### src/rtl/mux_pkg.sv
// Shared types and helpers for the pipelined N:1 multiplexer.
package mux_pkg;

    typedef enum logic [1:0] {EMPTY, ONE, FULL} mux_skid_state_t;

    // A 2:1 mux still needs one select bit, so the width never drops below 1.
    function automatic int sel_width(input int n);
        return (n <= 2) ? 1 : $clog2(n);
    endfunction

endpackage

### src/rtl/mux_comb_n.sv
// Combinational N:1 WIDTH-bit select. A select value of N or more yields all-zero data.
module mux_comb_n
    import mux_pkg::*;
#(
    parameter int WIDTH = 64,
    parameter int N     = 4,
    parameter int SELW  = sel_width(N)
) (
    input  logic [N*WIDTH-1:0] in_data,
    input  logic [SELW-1:0]    in_sel,
    output logic [WIDTH-1:0]   out_data
);

    always_comb begin
        out_data = '0;
        for (int k = 0; k < N; k++) begin
            if (int'(in_sel) == k) begin
                out_data = in_data[k*WIDTH +: WIDTH];
            end
        end
    end

endmodule

### src/rtl/mux_pipe_n.sv
// N:1 mux with registered valid/ready output and a 2-entry skid buffer.
// Define MUX_SEL_ERR_EN to add the sticky sel_err output for out-of-range selects.
//
// state | meaning
// EMPTY | no word held; out_valid=0
// ONE   | main register holds the output word
// FULL  | main and skid both hold words; in_ready=0
module mux_pipe_n
    import mux_pkg::*;
#(
    parameter int WIDTH = 64,
    parameter int N     = 4,
    parameter int SELW  = sel_width(N)
) (
    input  logic               clk,
    input  logic               reset_n,
    input  logic               in_valid,
    output logic               in_ready,
    input  logic [N*WIDTH-1:0] in_data,
    input  logic [SELW-1:0]    in_sel,
    output logic               out_valid,
    input  logic               out_ready,
    output logic [WIDTH-1:0]   out_data,
    output logic [SELW-1:0]    out_sel
`ifdef MUX_SEL_ERR_EN
    ,
    output logic               sel_err
`endif
);

    mux_skid_state_t  state_q, state_d;
    logic             in_ready_q, in_ready_d;
    logic             out_valid_q, out_valid_d;
    logic [WIDTH-1:0] main_data_q, main_data_d;
    logic [SELW-1:0]  main_sel_q, main_sel_d;
    logic [WIDTH-1:0] skid_data_q, skid_data_d;
    logic [SELW-1:0]  skid_sel_q, skid_sel_d;
    logic [WIDTH-1:0] mux_data;
    logic             in_xfer;
    logic             out_xfer;

    mux_comb_n #(
        .WIDTH (WIDTH),
        .N     (N),
        .SELW  (SELW)
    ) u_mux_comb (
        .in_data  (in_data),
        .in_sel   (in_sel),
        .out_data (mux_data)
    );

    assign in_xfer  = in_valid & in_ready_q;
    assign out_xfer = out_valid_q & out_ready;

    always_comb begin
        state_d     = state_q;
        main_data_d = main_data_q;
        main_sel_d  = main_sel_q;
        skid_data_d = skid_data_q;
        skid_sel_d  = skid_sel_q;
        case (state_q)
            EMPTY: begin
                if (in_xfer) begin
                    main_data_d = mux_data;
                    main_sel_d  = in_sel;
                    state_d     = ONE;
                end
            end
            ONE: begin
                if (in_xfer && out_xfer) begin
                    main_data_d = mux_data;
                    main_sel_d  = in_sel;
                end else if (in_xfer) begin
                    skid_data_d = mux_data;
                    skid_sel_d  = in_sel;
                    state_d     = FULL;
                end else if (out_xfer) begin
                    state_d = EMPTY;
                end
            end
            FULL: begin
                if (out_xfer) begin
                    main_data_d = skid_data_q;
                    main_sel_d  = skid_sel_q;
                    state_d     = ONE;
                end
            end
            default: state_d = EMPTY;
        endcase
        // Handshake outputs are registered copies of the next state.
        out_valid_d = (state_d != EMPTY);
        in_ready_d  = (state_d != FULL);
    end

    always_ff @(posedge clk or negedge reset_n) begin
        if (!reset_n) begin
            state_q     <= EMPTY;
            in_ready_q  <= 1'b0;
            out_valid_q <= 1'b0;
            main_data_q <= '0;
            main_sel_q  <= '0;
            skid_data_q <= '0;
            skid_sel_q  <= '0;
        end else begin
            state_q     <= state_d;
            in_ready_q  <= in_ready_d;
            out_valid_q <= out_valid_d;
            main_data_q <= main_data_d;
            main_sel_q  <= main_sel_d;
            skid_data_q <= skid_data_d;
            skid_sel_q  <= skid_sel_d;
        end
    end

    assign in_ready  = in_ready_q;
    assign out_valid = out_valid_q;
    assign out_data  = main_data_q;
    assign out_sel   = main_sel_q;

`ifdef MUX_SEL_ERR_EN
    // With N a power of two every select is in range, so the flag folds to 0.
    localparam bit SEL_OOR_POSSIBLE = (N != (1 << SELW));

    logic sel_oor;
    logic sel_err_q, sel_err_d;

    assign sel_oor   = SEL_OOR_POSSIBLE && (int'(in_sel) >= N);
    assign sel_err_d = sel_err_q | (in_xfer & sel_oor);

    always_ff @(posedge clk or negedge reset_n) begin
        if (!reset_n) begin
            sel_err_q <= 1'b0;
        end else begin
            sel_err_q <= sel_err_d;
        end
    end

    assign sel_err = sel_err_q;
`endif

endmodule

### config.mk
export PLATFORM = sky130hd
export DESIGN_NAME = mux_pipe_n
export DESIGN_NICKNAME = d
export VERILOG_FILES = /design/src/rtl/mux_pkg.sv /design/src/rtl/mux_comb_n.sv /design/src/rtl/mux_pipe_n.sv
export SDC_FILE = /design/constraint.sdc
export NUM_CORES = 1
export LEC_CHECK = 0
export CAP_MARGIN = 40
export CORE_MARGIN = 2
export CORE_UTILIZATION = 31
export DETAILED_ROUTE_END_ITERATION = 7
export PLACE_DENSITY = 0.73
export SLEW_MARGIN = 20
export SYNTH_ARGS = -nofsm -noshare
export SYNTH_HDL_FRONTEND = slang
export SYNTH_SLANG_ARGS = --single-unit
### constraint.sdc
create_clock -name clk -period 1.84 [get_ports clk]
set_input_delay 0.46 -clock clk [delete_from_list [all_inputs] [get_ports clk]]
set_output_delay 0.46 -clock clk [all_outputs]
set_load 0.02 [all_outputs]
; Word-level counts from Yosys, hierarchy flattened
; Index checks and enable logic that the tools add are counted.
[totals]
register_bits = 136
elab_cells = 44
[op_classes]
n_eq_ne = 9
n_mux = 18
bitwise_logic = 3
reduce_logical = 7
[ops]
columns = operator, n
row1 = two-way mux 64 bit, 7
row2 = one-hot mux 64 bit (3 select lines), 1
row3 = two-way mux 2 bit, 8
row4 = one-hot mux 2 bit (3 select lines), 2
row5 = inequality test 2 bit (second input constant), 4
row6 = equality test 2 bit (second input constant), 3
row7 = equality test 2 x 1 -> 1 bit (second input constant), 2
row8 = logical NOT 2 bit, 2
row9 = AND reduction 4 bit, 1
row10 = AND reduction 3 bit, 1
row11 = nonzero test 3 bit, 1
row12 = bitwise AND 1 bit, 2
row13 = nonzero test 2 bit, 1
row14 = logical AND 1 bit, 1
row15 = NOT 1 bit, 1

; Longest topological paths before layout
[depth]
depth_word = 7
depth_mapped = 6
mapped_depth_nobuf = 3

; Modules after synthesis
; From an unflattened synthesis, not the netlist that was laid out.
[hier_totals]
cells_unflattened = 450
area_unflattened_um2 = 7679.9
[modules_own_cells]
columns = mod, n_inst, cells_per_inst, area_each_um2, seq_area_each_um2
row1 = mux_pipe_n, 1, 372, 6057.1, 3403.3
row2 = mux_comb_n, 1, 78, 1622.8, 0.0

; Worst setup path before layout
; No wires, ideal clock.
[synth_path]
path_kind = input port to flip-flop
from = input port in_sel[1]
to = register main_data_q[0] (netlist: out_data[0])
arrival_time_ns = 1.844
required_ns = 1.715
path_slack_ns = -0.128
path_stages = 5
n_path_buf = 2
cell_sequence = buf_2 buf_1 mux4_2 mux2_2 mux2_2
[synth_between]
elab_chain_len = 7
elab_cells_between_ends = 11
cone_classes = eq/ne (3) / mux (7) / reduce/logical (1)
[synth_lines]
columns = item, line_no
row1 = "start, declared", mux_pipe_n.sv:20  ; input logic [SELW-1:0] in_sel,
row2 = logical NOT 2 bit, mux_comb_n.sv:17  ; if (int'(in_sel) == k) begin
row3 = two-way mux 64 bit (3 in a row), mux_comb_n.sv:17
row4 = two-way mux 64 bit (*), mux_comb_n.sv:17
row5 = two-way mux 64 bit (on tied branches), "mux_pipe_n.sv:70, mux_pipe_n.sv:63"
row6 = one-hot mux 64 bit (3 select lines) (*), mux_pipe_n.sv:61  ; case (state_q)
row7 = "end signal, assigned", mux_pipe_n.sv:108  ; main_data_q <= main_data_d;
row8 = "end, declared", mux_pipe_n.sv:34  ; logic [WIDTH-1:0] main_data_q, main_data_d;
; Every way passes the cells marked *; elsewhere a longest branch is shown, timed or not. The select of a mux whose other input is x is not followed.
; A chain may end at the register's enable or synchronous reset.

; Worst setup path in the final report
[layout_path]
from = input port out_ready
to = register main_sel_q[0] (netlist: out_sel[0])
[layout_between]
elab_chain_len = 4
elab_cells_between_ends = 5
cone_classes = eq/ne (2) / bitwise (1) / reduce/logical (2)
[layout_lines]
columns = item, line_no
row1 = "start, declared", mux_pipe_n.sv:22  ; input logic out_ready,
row2 = bitwise AND 1 bit (*), mux_pipe_n.sv:53  ; assign out_xfer = out_valid_q & out_ready;
row3 = logical AND 1 bit, mux_pipe_n.sv:70  ; if (in_xfer && out_xfer) begin
row4 = inequality test 2 bit (no source line), --
row5 = AND reduction 4 bit (no source line) (*), --
row6 = "end signal, assigned", mux_pipe_n.sv:109  ; main_sel_q <= main_sel_d;
row7 = "end, declared", mux_pipe_n.sv:35  ; logic [SELW-1:0] main_sel_q, main_sel_d;
; Every way passes the cells marked *; elsewhere a longest branch is shown, timed or not.

==> results.yml <==
floorplan:
  dieArea_um2: 25050
  initial_core_util_pct: 31.52
  top_level_ports: 330
  die_w_um: 158.3
  die_height_um: 158.3
  placeableCoreArea_um2: 23400
  std_cell_rows: 56
finish:
  num-fill-cells: 2056
  share_of_final_layout_standard_cells_stronger_than_drive_strength_1_pct: 40.85
  final_core_utilization_pct: 51.53
  design.final.nets: 1052
  final-instance-count-excl-fill: 1122
  insertedDiodeCount: 0
  layout_overhead_on_the_synthesized_area_pct: 63.48
synth:
  postSynthNetCount: 712
  netlist_instances: 450
  postSynthAreaPerCell_um2: 16.39
  synth-seq-cells: 136
  ys_seq_area_share_pct: 46.13
  synth_area_um2: 7377
  warnings_from_yosys: 0
  synth.lib_cells_used.distinct: 19
sta:
  min_period_over_period_pct: 99.04
  period_needed_ns: 1.822
  max_slew_margin_pct: 71.07
  maxClockFrequency_mhz: 548.7
  final-hold-violation-count: 0
  report.final.slew_viol_count: 0
  finalSetupViolations: 0
  fin_ws_ns: 0.01760
  worstMarginPinSlew_ns: 0.4340
  final.setup_skew_ns: 0.006425
cts:
  path_clk_slew_ns: 0.06
  clockBufferDepth: 2
  cts_max_level: 4
  tritoncts: "yes"
  clock_insertion_delay_worst_skew_ns: 0.41
  cts_buffer_count: 17
  ctsRootBufferMaster: "clkbuf_16"
  tritoncts_num_sinks: 136
critical_path:
  crit_family: "buffers and inverters"
  rrSetupSlack_ns: 0.05
  cp.required_ns: 2.13
  worstSetupStartpoint: "out_ready"
  cp_cell_sequence: "clkdlybuf4s50_1, a21boi_2, o32ai_4, buf_12, buf_16, mux2_2"
  critical_path.endpoint_type: "flop"
  criticalPathCategory: "primary input to flop"
  startpoint_type: "primary input"
  worstReg2RegStart: "state_q[0]$_DFF_PN0_"
  critPathSlowestCell: "clkdlybuf4s50_1"
  worstPathArrival_ns: 2.11
  critPathMaxStageDelay_ns: 0.49
  worstPathMaxFanout: 25
  buffering_stage_count_on_the_worst_path_with_inverters_included: 3
run_status:
  outcome: "finished, final reports clean"
min_path:
  hold_path_class: "flop to flop"
  startpoint_of_the_worst_hold_path: "out_data[30]$_DFFE_PN0P_"
drt:
  postRouteWirelength_um: 19770
  route.vias.total: 5366
  drt_drc_violations_left: 0
  iteration_count_of_the_initial_detailed_routing_pass: 4
  vias_per_cell: 4.783
  drt.antenna.violating_nets: 0
  detail_route.iter0.violations: 112
  routed_length_per_placed_instance_um: 17.62
global_route:
  grt_first_pass_wirelength_um: 29550
  first_global_vias: 5732
  grt.overflow.total: 0
  global_route.usage.total_pct: 15.42
  number_of_antenna_violations_at_the_first_check_in_global_routing: 1
  largest_net_degree_at_the_start_of_global_routing: 45
place:
  placed_cells_incl_taps: 1087
  dpl_worst_slack_ns: -0.4700
  dp.final_hpwl_um: 14550
  numPortBuffers: 329
  routabilityCongestion: 0.7473
power:
  p_leak_uw: 0.005086
  power_uw: 15770
  vdd_drop_max_mv: 0.5611
  powerDensity_nw_per_um2: 1307
job:
  timing.max_cap.violations: 0
## registers in the layout, summed over array words and instances (netlist names)
| name | flops |
|---|---|
| skid_data_q | 64 |
| skid_sel_q | 2 |
| in_ready | 1 |
| state_q | 2 |
| out_valid | 1 |
| out_data | 64 |
| out_sel | 2 |
## power by group
| part | switching (µW) | total [µW] | internal [µW] |
|---|---|---|---|
| combinational | 3010 | 7240 | 4220 |
| sequential | 744 | 5290 | 4540 |
| clock | 1340 | 3240 | 1910 |
## final timing paths
check,end,depth (start not counted)
max,out_sel[0]$_DFFE_PN0P_,6
min,out_data[30]$_DFFE_PN0P_,1
max reg2reg,out_sel[0]$_DFFE_PN0P_,6
min reg2reg,out_data[30]$_DFFE_PN0P_,1
max in group asynchronous,skid_sel_q[1]$_DFFE_PN0P_,3
min in group asynchronous,out_data[17]$_DFFE_PN0P_,2
## cells in the final DEF, fill, tap and decap left out, types with 2 or more instances in the layout
master and count:
mux2_2 124, mux2_4 74, clkbuf_16 18, dfrtp_1 135
clkinv_2 2, nand2_1 3, inv_6 3, a21oi_1 2
clkinv_4 3, clkinvlp_4 4, mux4_2 64, buf_12 12
clkdlybuf4s50_1 258, buf_4 14, dlygate4sd2_1 67
## layer usage
metal	global-route usage, %	part of all wire [%]	vias to the layer above
li1	-	-	2442
met1	17.17	38	2719
met3	4.763	6.7	24
met4	4.676	1.4	2
met2	28.18	53	179
met5	0	0.066	-
## cells by family (layout without fill, tap and decap cells)
logic type | count (synthesis) | in the layout | share of synthesized area (%)
simple gates | 7 | 7 | 0.5258
compound gates | 9 | 9 | 0.8141
flops | 136 | 136 | 46.13
mux | 262 | 262 | 49.76
buf+inv | 36 | 389 | 2.765
## cell type report
| cell class | instances | area (µm²) | area share, % |
|---|---|---|---|
| clock buffers | 19 | 442.9 | 3.673 |
| flip-flops and latches | 136 | 3405 | 28.23 |
| repair buffers | 357 | 3606 | 29.90 |
| clock inverters | 13 | 122.6 | 1.017 |
| well taps | 319 | 399.1 | 3.309 |
| multi-input cells | 278 | 4085 | 33.87 |
## per-stage QoR
step | hold WS (ns) | area (µm²) | TNS (ns)
global route | 0.5133 | 12060 | -0.009237
detailed placement | 0.4197 | 11510 | -48.01
finish | 0.4986 | 12060 | 0
global placement | 0.4160 | 11510 | -41.95
CTS | 0.5034 | 12000 | -0.01054
floorplan | 0.1644 | 7716 | -0.8468
## synth_stat cells
cell / number / area, µm²
clkbuf_1: 10 / 37.54
buf_1: 4 / 15.01
buf_6: 5 / 56.30
a21oi_1: 2 / 10.01
buf_4: 4 / 30.03
a22o_1: 1 / 8.760
and4_1: 1 / 8.760
o32ai_1: 1 / 8.760
buf_2: 13 / 65.06
and3b_1: 1 / 8.760
mux2_2: 198 / 2230
o22ai_1: 1 / 6.260
dfrtp_1: 136 / 3403
a21boi_0: 2 / 15.01
nand2_1: 4 / 15.01
o21ai_0: 1 / 5.000
mux4_2: 64 / 1441
nand2b_1: 1 / 6.260
a31oi_1: 1 / 6.260
## what timing repair did
| item | 4_1_cts | 5_1_grt |
|---|---|---|
| pin swaps | 0 | 1 |
| hold endpoints to repair | 41 | 0 |
| setup endpoints to repair | 94 | 29 |
| cloned | 0 | 1 |
| hold buffers | 1 | 0 |
| buffers inserted | 0 | 1 |
| resized for setup | 68 | 6 |
Note: power is estimated with default switching activity, not from simulation.
